### config.mk
export PLATFORM = sky130hd
export DESIGN_NAME = pipe_ctrl_unit
export DESIGN_NICKNAME = d
export VERILOG_FILES = /design/src/rtl/tinyriscv_pkg.sv /design/src/rtl/pipe_ctrl_unit_hold_encoder.sv /design/src/rtl/pipe_ctrl_unit.sv
export SDC_FILE = /design/constraint.sdc
export NUM_CORES = 1
export LEC_CHECK = 0
export BUFFER_PORTS_ARGS = -buffer_cell sky130_fd_sc_hd__buf_2
export CAP_MARGIN = 10
export CELL_PAD_IN_SITES_DETAIL_PLACEMENT = 0
export CELL_PAD_IN_SITES_GLOBAL_PLACEMENT = 1
export CORE_MARGIN = 3
export CORE_UTILIZATION = 27
export DETAILED_ROUTE_END_ITERATION = 10
export PLACE_DENSITY_LB_ADDON = 0.1
export SLEW_MARGIN = 20
export SYNTH_ARGS = -nofsm -noshare
export SYNTH_HDL_FRONTEND = slang
export SYNTH_SLANG_ARGS = --single-unit
### constraint.sdc
create_clock -name clk -period 3.2 [get_ports clk]
set_input_delay 0.64 -clock clk [delete_from_list [all_inputs] [get_ports clk]]
set_output_delay 0.64 -clock clk [all_outputs]
set_load 0.02 [all_outputs]
### src/rtl/tinyriscv_pkg.sv
// tinyriscv_pkg: shared widths and pipeline-control state encoding
package tinyriscv_pkg;
  localparam int INST_ADDR_BUS = 32;
  localparam int PIPE_NUM_STAGES = 5;
  typedef enum logic [1:0] {PC_IDLE, PC_FLUSH, PC_STALL} pipe_ctrl_state_e;
endpackage

### src/rtl/pipe_ctrl_unit_hold_encoder.sv
// pipe_hold_encoder: expands raw stage holds upstream from the highest held stage and places one bubble below it
module pipe_hold_encoder #(
  parameter int NUM_STAGES = 5
) (
  input  logic [NUM_STAGES-1:0] raw,
  output logic [NUM_STAGES-1:0] hold,
  output logic [NUM_STAGES-1:0] bubble
);
  assign bubble[0] = 1'b0;
  for (genvar i = 0; i < NUM_STAGES; i++) begin : g_hold
    assign hold[i] = |raw[NUM_STAGES-1:i];
    if (i > 0) begin : g_bub
      assign bubble[i] = hold[i-1] & ~hold[i];
    end
  end
endmodule

### src/rtl/pipe_ctrl_unit.sv
// pipe_ctrl_unit: pipeline hold/flush controller with flush FSM and stall timeout (PIPE_CTRL_PERF_EN adds perf counters)
module pipe_ctrl_unit
  import tinyriscv_pkg::*;
#(
  parameter int NUM_STAGES = PIPE_NUM_STAGES,
  parameter int NUM_REQ = 3,
  parameter logic [NUM_REQ*NUM_STAGES-1:0] HOLD_MASK = '1,
  parameter int FLUSH_CYCLES = 2,
  parameter int STALL_TIMEOUT = 1024
) (
  input  logic                     clk,
  input  logic                     rst,
  input  logic                     jump_req_i,
  input  logic [INST_ADDR_BUS-1:0] jump_addr_i,
  input  logic [NUM_REQ-1:0]       clear_req_i,
  input  logic [NUM_REQ-1:0]       hold_req_i,
  output logic                     jump_flag_o,
  output logic [INST_ADDR_BUS-1:0] jump_addr_o,
  output logic [NUM_STAGES-1:0]    stage_hold_o,
  output logic [NUM_STAGES-1:0]    stage_flush_o,
  output logic                     busy_o,
  output logic                     stall_timeout_o
`ifdef PIPE_CTRL_PERF_EN
  ,
  output logic [31:0]              perf_flush_cnt_o,
  output logic [31:0]              perf_stall_cyc_o
`endif
);
  localparam int CW = $clog2(FLUSH_CYCLES + 1);
  localparam int TW = $clog2(STALL_TIMEOUT + 1);
  pipe_ctrl_state_e state, state_nx;
  logic [CW-1:0] cnt, cnt_nx;
  logic [TW-1:0] tcnt, tcnt_nx;
  logic [NUM_STAGES-1:0] raw, enc_hold, enc_bubble;
  logic jc, flushing;
  assign jc = jump_req_i | (|clear_req_i);
  always_comb begin
    raw = '0;
    for (int r = 0; r < NUM_REQ; r++)
      for (int s = 0; s < NUM_STAGES; s++)
        raw[s] = raw[s] | (hold_req_i[r] & HOLD_MASK[r*NUM_STAGES+s]);
  end
  pipe_hold_encoder #(.NUM_STAGES(NUM_STAGES)) u_enc (
    .raw(raw),
    .hold(enc_hold),
    .bubble(enc_bubble)
  );
  always_comb begin
    jump_flag_o = 1'b0;
    jump_addr_o = '0;
    stage_hold_o = '0;
    stage_flush_o = '0;
    cnt_nx = cnt;
    if (jc) begin
      jump_flag_o = jump_req_i;
      jump_addr_o = jump_req_i ? jump_addr_i : '0;
      stage_flush_o = '1;
      cnt_nx = CW'(FLUSH_CYCLES - 1);
    end else if (state == PC_FLUSH) begin
      stage_flush_o = '1;
      cnt_nx = cnt - 1'b1;
    end else begin
      stage_hold_o = enc_hold;
      stage_flush_o = enc_bubble;
    end
    flushing = jc || state == PC_FLUSH;
    state_nx = (flushing && cnt_nx != '0) ? PC_FLUSH : (|hold_req_i) ? PC_STALL : PC_IDLE;
    tcnt_nx = (state_nx == PC_STALL && !jc) ? ((tcnt == TW'(STALL_TIMEOUT)) ? tcnt : tcnt + 1'b1) : '0;
    if (rst) begin
      jump_flag_o = 1'b0;
      jump_addr_o = '0;
      stage_hold_o = '0;
      stage_flush_o = '0;
    end
  end
  assign busy_o = !rst && state != PC_IDLE;
  assign stall_timeout_o = !rst && tcnt == TW'(STALL_TIMEOUT);
  always_ff @(posedge clk) begin
    if (rst) begin
      state <= PC_IDLE;
      cnt <= '0;
      tcnt <= '0;
    end else begin
      state <= state_nx;
      cnt <= cnt_nx;
      tcnt <= tcnt_nx;
    end
  end
`ifdef PIPE_CTRL_PERF_EN
  logic [31:0] pf, ps;
  always_ff @(posedge clk) begin
    if (rst) begin
      pf <= '0;
      ps <= '0;
    end else begin
      pf <= jc ? pf + 1 : pf;
      ps <= (state == PC_STALL) ? ps + 1 : ps;
    end
  end
  assign perf_flush_cnt_o = rst ? '0 : pf;
  assign perf_stall_cyc_o = rst ? '0 : ps;
`endif
endmodule
Word-level counts from Yosys, hierarchy flattened
Index checks and enable logic that the tools add are counted.

word-level totals
  register bits after elaboration = 15
  latch bits = 0
  bits in writable memories = 0
  ROM bits = 0
  input port bits = 41
  output and inout port bits = 45
  memories kept = 0

operators by class
  $add $sub $neg = 2
  multiply operators = 0
  divide/modulo/power cells = 0
  $lt $le $gt $ge = 0
  equality and inequality tests = 3
  shifts and indexed selects = 0
  muxes and demuxes = 15
  bitwise logic cells = 4
  reduce and logical (&&, ||, !) cells = 12

operators with widths
  cell                                                  number
  2-to-1 mux 32 bit                                     3
  2-to-1 mux 5 bit                                      6
  adder 11 x 1 -> 11 bit (second input constant)        1
  equality test 11 bit (second input constant)          1
  2-to-1 mux 2 bit                                      4
  OR reduction 3 bit                                    2
  logical AND 1 bit                                     4
  nonzero test 2 bit                                    2
  OR 1 bit                                              3
  equality test 2 x 1 -> 1 bit (second input constant)  1
  equality test 2 bit (second input constant)           1
  zero test 1 bit                                       2
  2-to-1 mux 1 bit                                      2
  OR reduction 2 bit                                    1
  subtractor 2 x 1 -> 2 bit (second input constant)     1
  logical OR 1 bit                                      1
  inverter 1 bit                                        1

Logic depth before layout (Yosys ltp)
Gate-level depths: netlist of the first run.

  word-level depth = 10
  gate-level depth with buffers = 5

Modules after synthesis
Synthesis of the first run repeated with hierarchy kept, for this count alone.

unflattened totals
  cells, all modules = 156
  area total of the unflattened synthesis = 1166.1 µm²

modules (own cells, without submodules)
  module             times used  cells an instance  area an instance (µm²)
  pipe_ctrl_unit     1           142                1074.8
  pipe_hold_encoder  1           14                 91.3

Worst setup path before layout of the first run
OpenSTA, ideal clock, no wires.

  path kind = in2out
  start point = input clear_req_i[1]
  end point = output stage_hold_o[1]
  arrival time = 2581 ps
  data required time = 2560 ps
  setup slack = -21 ps
  stages on the path = 4
  buffers on the path = 2
  path through = or4_1 buf_2 nor4_1 buf_4

between the ends
  longest elaborated chain between the ends = 4

RTL lines
  item                RTL line              RTL
  from (decl)         pipe_ctrl_unit.sv:15  input logic [NUM_REQ-1:0] clear_req_i,
  OR reduction 3 bit  pipe_ctrl_unit.sv:36  assign jc = jump_req_i | (|clear_req_i);
  OR 1 bit            pipe_ctrl_unit.sv:36
  2-to-1 mux 5 bit    pipe_ctrl_unit.sv:54  if (jc) begin
  2-to-1 mux 5 bit    pipe_ctrl_unit.sv:69  if (rst) begin
  to (decl)           pipe_ctrl_unit.sv:19  output logic [NUM_STAGES-1:0] stage_hold_o,

No other way between the ends.

Worst setup path after layout of the first run
Same ends and word-level chain as after synthesis.

==> results of run 1 <==
-- how the worst max path moves through the flow --
stage | slack [ns] | end
finish | 0.54 | stage_hold_o[1]
global placement | 0.56 | stage_hold_o[2]
floorplan | 0.35 | stage_hold_o[1]
global route | 0.42 | stage_hold_o[3]
detailed placement | 0.51 | stage_hold_o[1]
CTS | 0.51 | stage_hold_o[1]
-- where the power goes --
group	internal, uW	switching, uW	total, uW
Sequential	189	1.38	190
Clock	86.1	66.7	153
Combinational	44.3	55.9	100
Total	319	124	443
-- sequential cells by signal, indices dropped and copies added, names as in the netlist --
register  count
cnt           2
state         2
tcnt         11
-- area by class of cell --
| cell class | count | share of cell area |
|---|---|---|
| Tap cell | 48 | 0.0395 |
| Inverter | 7 | 0.0173 |
| Clock buffer | 3 | 0.0272 |
| Clock inverter | 1 | 0.00329 |
| Multi-Input combinational cell | 96 | 0.421 |
| Timing Repair Buffer | 88 | 0.295 |
| Sequential cell | 15 | 0.198 |
-- per-stage QoR --
step | setup slack (ns) | total power [uW]
2_1_floorplan | 0.346 | 255
3_3_place_gp | 0.555 | 295
3_5_place_dp | 0.513 | 296
4_1_cts | 0.512 | 453
5_1_grt | 0.421 | 468
6_report | 0.540 | 443
-- metal layers --
metal / wire length [um] / vias up / global-route usage
met5: 0 / - / 0
met4: 8 / 0 / 0.0223
met3: 108 / 2 / 0.0345
met2: 1620 / 20 / 0.188
met1: 1180 / 496 / 0.133
li1: - / 595 / -
-- layout by cell type (no fill, tap or decap) --
cell       n
buf_2     85
and2_1    32
dfxtp_1   15
inv_1      7
nor2_1     7
a21oi_2    7
nand4_1    4
o21ai_0    4
or3_1      4
nor2b_1    3
or4_1      3
nand2_1    3
nand3_1    3
clkbuf_8   3
buf_4      3
nor4b_1    2
nor3_1     2
xnor2_1    2
nand2b_1   2
a31o_2     2
a21oi_1    2
o31ai_1    2
a211oi_1   2
ha_1       2
and3_1     1
nor4_2     1
nor3b_1    1
a311o_1    1
a2111o_1   1
nor2_2     1
xor2_1     1
nor2_4     1
clkinv_2   1
-- worst register-to-register path, stage by stage, from the launching register on --
cell	delay, ns
dfxtp_1	0.41
ha_1	0.20
nand3_1	0.23
or4_1	0.55
a21oi_2	0.14
-- logic make-up after synthesis --
| kind of cell | count (synthesis) |
|---|---|
| compound gates | 21 |
| simple gates | 70 |
| buf+inv | 21 |
| fa+ha+maj | 2 |
| xor+xnor | 3 |
| flops | 15 |
==> impl_metrics.py, run 1 <==
metrics = {
    "route": {
        "dr.pass1.iters": 4,
        "routed_wl_um": 2920,
        "avgViaCountPerCell": 4.31,
        "wl_per_cell_um": 11.3,
        "drc_errors": 0,
        "drt_iter0_drc": 28,
        "route.vias.total": 1113,
        "antenna_left": 0,
    },
    "cts": {
        "post_cts_buffers": 0,
        "clk_latency_ns": 0.25,
        "clock_path_buffers": 2,
        "clk_pin_slew_ns": 0.06,
        "postCtsHoldBufs": 0,
        "cts_made_buffers": 3,
        "cts_tree": "done",
        "cts-root-buf": "clkbuf_8",
        "ctsResizeCount": 0,
        "cts.sinks": 15,
        "cts.htree.levels": 1,
    },
    "sta": {
        "worst_pin_slew_ns": 0.614,
        "fin_crit_ns": 2.66,
        "drv_slew": 0,
        "relSlewSlack": 0.591,
        "grt_setup_unrepaired": "false",
        "finalSetupTns_ns": 0,
        "fin_crit_sh": 0.831,
        "hold_ws_ns": 0.486,
        "skew_ns": 0.00448,
        "fmax_mhz": 376,
        "setup_viol": 0,
        "hold_viol": 0,
    },
    "global_routing": {
        "grt_antenna_before_repair": 0,
        "grt-ovfl-total": 0,
        "grt_max_degree": 34,
        "grt_pass1_wl_um": 3940,
        "grt_pass1_vias": 872,
        "track_usage": 0.110,
    },
    "placed_design": {
        "place.gp.congestion": 0.758,
        "hpwl_um": 2460,
        "dp_cells": 254,
        "dpl_cell_area_um2": 1470,
        "port_buffers": 85,
    },
    "setup_path": {
        "r2r_end": "tcnt[10]",
        "cp.depth": 4,
        "critPathLaunchType": "input port",
        "path_buf_inv": 2,
        "r2r_setup_slack_ns": 1.60,
        "cpPeakStageDelay_ns": 0.64,
        "crit_chain": "buf_2, or4_1, nor4_2, buf_2",
        "worstPathRequired_ns": 2.56,
        "worstRegToRegCells": 4,
        "crit_path_start": "clear_req_i[1]",
        "cp_top_family": "simple AND/OR/NAND/NOR gates",
        "cpMaxStageDelayCell": "or4_1",
        "critical_path_class": "in -> out",
        "path_common_cell": "buf_2",
        "crit_arrival_ns": 2.02,
        "crit_path_end_kind": "output port",
        "crit_path_max_fanout": 6,
        "r2r-start": "tcnt[0]",
    },
    "finish": {
        "n_fill_cell": 403,
        "regArea_um2": 300,
        "final_nets": 254,
        "antennaDiodeCount": 0,
        "multi_input_area_um2": 639,
        "final_layout_size_suffix_gt1_frac": 0.495,
        "final_core_util": 0.409,
        "fin_area_um2": 1520,
        "final_cells": 258,
        "syn_to_final_growth_pct": 44.6,
    },
    "synth": {
        "netlist_area_um2": 1050,
        "yosys.area_share.xor_xnor": 0.0250,
        "syn_area_per_cell_um2": 7.96,
        "synth_flop_cell": "dfxtp_1",
        "yosys.area.top_type": "dfxtp_1",
        "synth.yosys.warnings": 0,
        "synth_cells": 132,
        "synth_edf_count": 0,
        "synthTopCellsByCount": "32 x and2_1, 15 x dfxtp_1, 8 x buf_4",
        "synth_top_family_by_area": "simple AND/OR/NAND/NOR gates",
        "synth_top_cell_area_share": 0.286,
        "yosys.area_share.simple": 0.401,
        "synth_fa_ha_area_frac": 0.0238,
        "yosysMostFrequentCell": "and2_1",
        "yosys.cell_types.count": 33,
        "muxShareOfSynthArea": 0,
        "async_flop_share": 0,
        "synth_compound_area_frac": 0.152,
        "synth_seq_area_share": 0.286,
        "synth_nets": 175,
        "synth-seq-cells": 15,
        "synth_area_leaders": "dfxtp_1 29%, and2_1 19%, a21oi_2 5.8%",
    },
    "job": {
        "cap_viol_max_count": 0,
    },
    "floorplanning": {
        "pin_count": 86,
        "die_y_um": 68.4,
        "rows": 22,
        "fp.coreArea_um2": 3720,
        "die_x_um": 68.4,
        "start_util": 0.283,
        "die_area_um2": 4680,
    },
    "hold_path": {
        "min_path_cells": 2,
        "hold_path_class": "reg -> reg",
        "holdPathEnd": "cnt[0]",
        "worstHoldStart": "cnt[0]",
    },
    "power_and_ir_drop": {
        "pwr_density_cell_nw_per_um2": 291,
        "ir_drop_v": 0.000198,
        "leakage_uw": 0.000737,
    },
    "outcome": {
        "run_status": "complete, no violations",
    },
}
Note: power is estimated with default switching activity, not from simulation.
==> run 2, diff against run 1 <==
--- a/config.mk
+++ b/config.mk
@@ -10,7 +10,7 @@
 export CELL_PAD_IN_SITES_DETAIL_PLACEMENT = 0
 export CELL_PAD_IN_SITES_GLOBAL_PLACEMENT = 1
 export CORE_MARGIN = 3
-export CORE_UTILIZATION = 27
+export CORE_UTILIZATION = 25
 export DETAILED_ROUTE_END_ITERATION = 10
 export PLACE_DENSITY_LB_ADDON = 0.1
 export SLEW_MARGIN = 20
==> constraint.sdc (replaced) <==
create_clock -name clk -period 2.57 [get_ports clk]
set_input_delay 0.514 -clock clk [delete_from_list [all_inputs] [get_ports clk]]
set_output_delay 0.514 -clock clk [all_outputs]
set_load 0.02 [all_outputs]
==> run 2 against run 1 <==
Compared with the run above:
- critical path type unchanged
- total power increased by 25%
- count of clock-buffer cells in the layout unchanged
- critical path depth unchanged
- sequential share of layout area decreased by 0.21 points
- clock skew decreased by 0.0028 ns
- combinational power increased by 27%
==> impl_metrics.py, run 2 (synthesized netlist as in run 1, its figures left out) <==
metrics = {
    "finish": {
        "reg.largest.list": "tcnt: 11 flops, cnt: 2 flops, state: 2 flops",
        "final_cell_mix": "85 x buf_2, 32 x and2_1, 15 x dfxtp_1",
        "fin_area_um2": 1540,
        "n_fill_cell": 427,
        "largest_register_ffs": 11,
        "antennaDiodeCount": 0,
        "final_nets": 255,
        "final_core_util": 0.399,
        "regMostFlops": "tcnt",
        "final_common_cell": "buf_2",
        "syn_to_final_growth_pct": 46.2,
        "final_layout_size_suffix_gt1_frac": 0.498,
    },
    "cts": {
        "clock_path_buffers": 2,
        "ctsResizeCount": 0,
        "clk_latency_ns": 0.25,
        "cts_made_buffers": 3,
        "post_cts_buffers": 0,
        "cts_tree": "done",
        "postCtsHoldBufs": 0,
        "cts.htree.levels": 1,
        "cts-root-buf": "clkbuf_8",
        "cts.sinks": 15,
        "clk_pin_slew_ns": 0.06,
    },
    "placed_design": {
        "place.gp.congestion": 0.771,
        "hpwl_um": 2610,
        "port_buffers": 85,
        "dpl_cell_area_um2": 1490,
    },
    "setup_path": {
        "critPathLaunchType": "input port",
        "r2r_end": "tcnt[10]",
        "crit_arrival_ns": 1.84,
        "crit_path_max_fanout": 6,
        "crit_path_end_kind": "output port",
        "r2r-start": "tcnt[0]",
        "worstRegToRegCells": 4,
        "r2r_setup_slack_ns": 1.00,
        "critical_path_class": "in -> out",
        "worstPathRequired_ns": 2.06,
    },
    "hold_path": {
        "holdPathEnd": "tcnt[10]",
        "min_path_cells": 2,
        "hold_path_class": "reg -> reg",
        "worstHoldStart": "tcnt[10]",
    },
    "global_routing": {
        "track_usage": 0.118,
        "grt-ovfl-total": 0,
        "grt_pass1_vias": 1059,
        "grt_max_degree": 34,
        "grt_pass1_wl_um": 4890,
        "grt_antenna_before_repair": 0,
    },
    "power_and_ir_drop": {
        "finalPower_uw": 553,
        "pwr_density_cell_nw_per_um2": 360,
        "leakage_uw": 0.000742,
        "ir_drop_v": 0.000205,
    },
    "route": {
        "drc_errors": 0,
        "routed_wl_um": 3110,
        "antenna_left": 0,
        "avgViaCountPerCell": 4.46,
        "wl_per_cell_um": 12.0,
        "drt_iter0_drc": 12,
        "route.vias.total": 1154,
        "dr.pass1.iters": 4,
    },
    "floorplanning": {
        "die_y_um": 70.8,
        "die_area_um2": 5020,
        "die_x_um": 70.8,
        "fp.coreArea_um2": 3850,
        "rows": 22,
        "start_util": 0.273,
        "pin_count": 86,
    },
    "sta": {
        "relSlewSlack": 0.690,
        "finalSetupTns_ns": 0,
        "grt_setup_unrepaired": "false",
        "drv_slew": 0,
        "skew_ns": 0.00166,
        "fmax_mhz": 424,
        "setup_viol": 0,
        "hold_viol": 0,
        "worst_pin_slew_ns": 0.464,
        "fin_crit_sh": 0.917,
        "fin_crit_ns": 2.36,
    },
    "job": {
        "cap_viol_max_count": 0,
    },
    "outcome": {
        "run_status": "complete, no violations",
    },
}
## run 2: cell types whose count changed in the layout (fill, tap and decap cells not counted), sizes merged
| cell | change |
|---|---|
| buf | +1 |
## run 2: worst max path at each step
stage / from / to / slack, ns / depth (start not counted)
after global routing: clear_req_i[1] / stage_hold_o[3] / 0.14 / 4
after detailed placement: clear_req_i[1] / stage_hold_o[3] / 0.20 / 4
after floorplan: clear_req_i[1] / stage_hold_o[1] / 0.17 / 4
after CTS: clear_req_i[1] / stage_hold_o[3] / 0.20 / 4
final: clear_req_i[1] / stage_hold_o[3] / 0.21 / 4
after global placement: clear_req_i[1] / stage_hold_o[3] / 0.22 / 4
## run 2: power breakdown
| group | switching, uW | internal (uW) |
|---|---|---|
| sequential | 1.89 | 235 |
| clock | 82.2 | 107 |
| combinational | 71.1 | 55.5 |
| total | 155 | 398 |
## run 2: layout make-up
class / instances / area (um2) / share of cell area
multi-input combinational: 96 / 648 / 0.422
clock buffer: 3 / 41.3 / 0.0269
tap: 48 / 60.1 / 0.0391
timing repair buffer: 89 / 455 / 0.296
clock inverter: 1 / 5.00 / 0.00326
sequential: 15 / 300 / 0.195
inverter: 7 / 26.3 / 0.0171
## run 2: worst max-delay path: stages
cell	delay (ns)
buf_2	0.09
or4_1	0.66
nor4_4	0.35
buf_2	0.22
## run 2: stage by stage
step	cells	hold slack, ns	setup WS (ns)
final	259	0.489	0.213
after global routing	259	0.519	0.139
after CTS	259	0.492	0.199
after detailed placement	255	0.478	0.199
after global placement	255	0.477	0.220
after floorplan	132	0.456	0.174
## run 2: metal layers
metal	vias to the layer above	share of wire	wire length, um	GRT usage
met4	0	0.014	44	0.0292
met3	6	0.057	178	0.0384
met2	35	0.55	1720	0.223
li1	597	-	-	-
met5	-	0	0	0
met1	516	0.38	1170	0.126
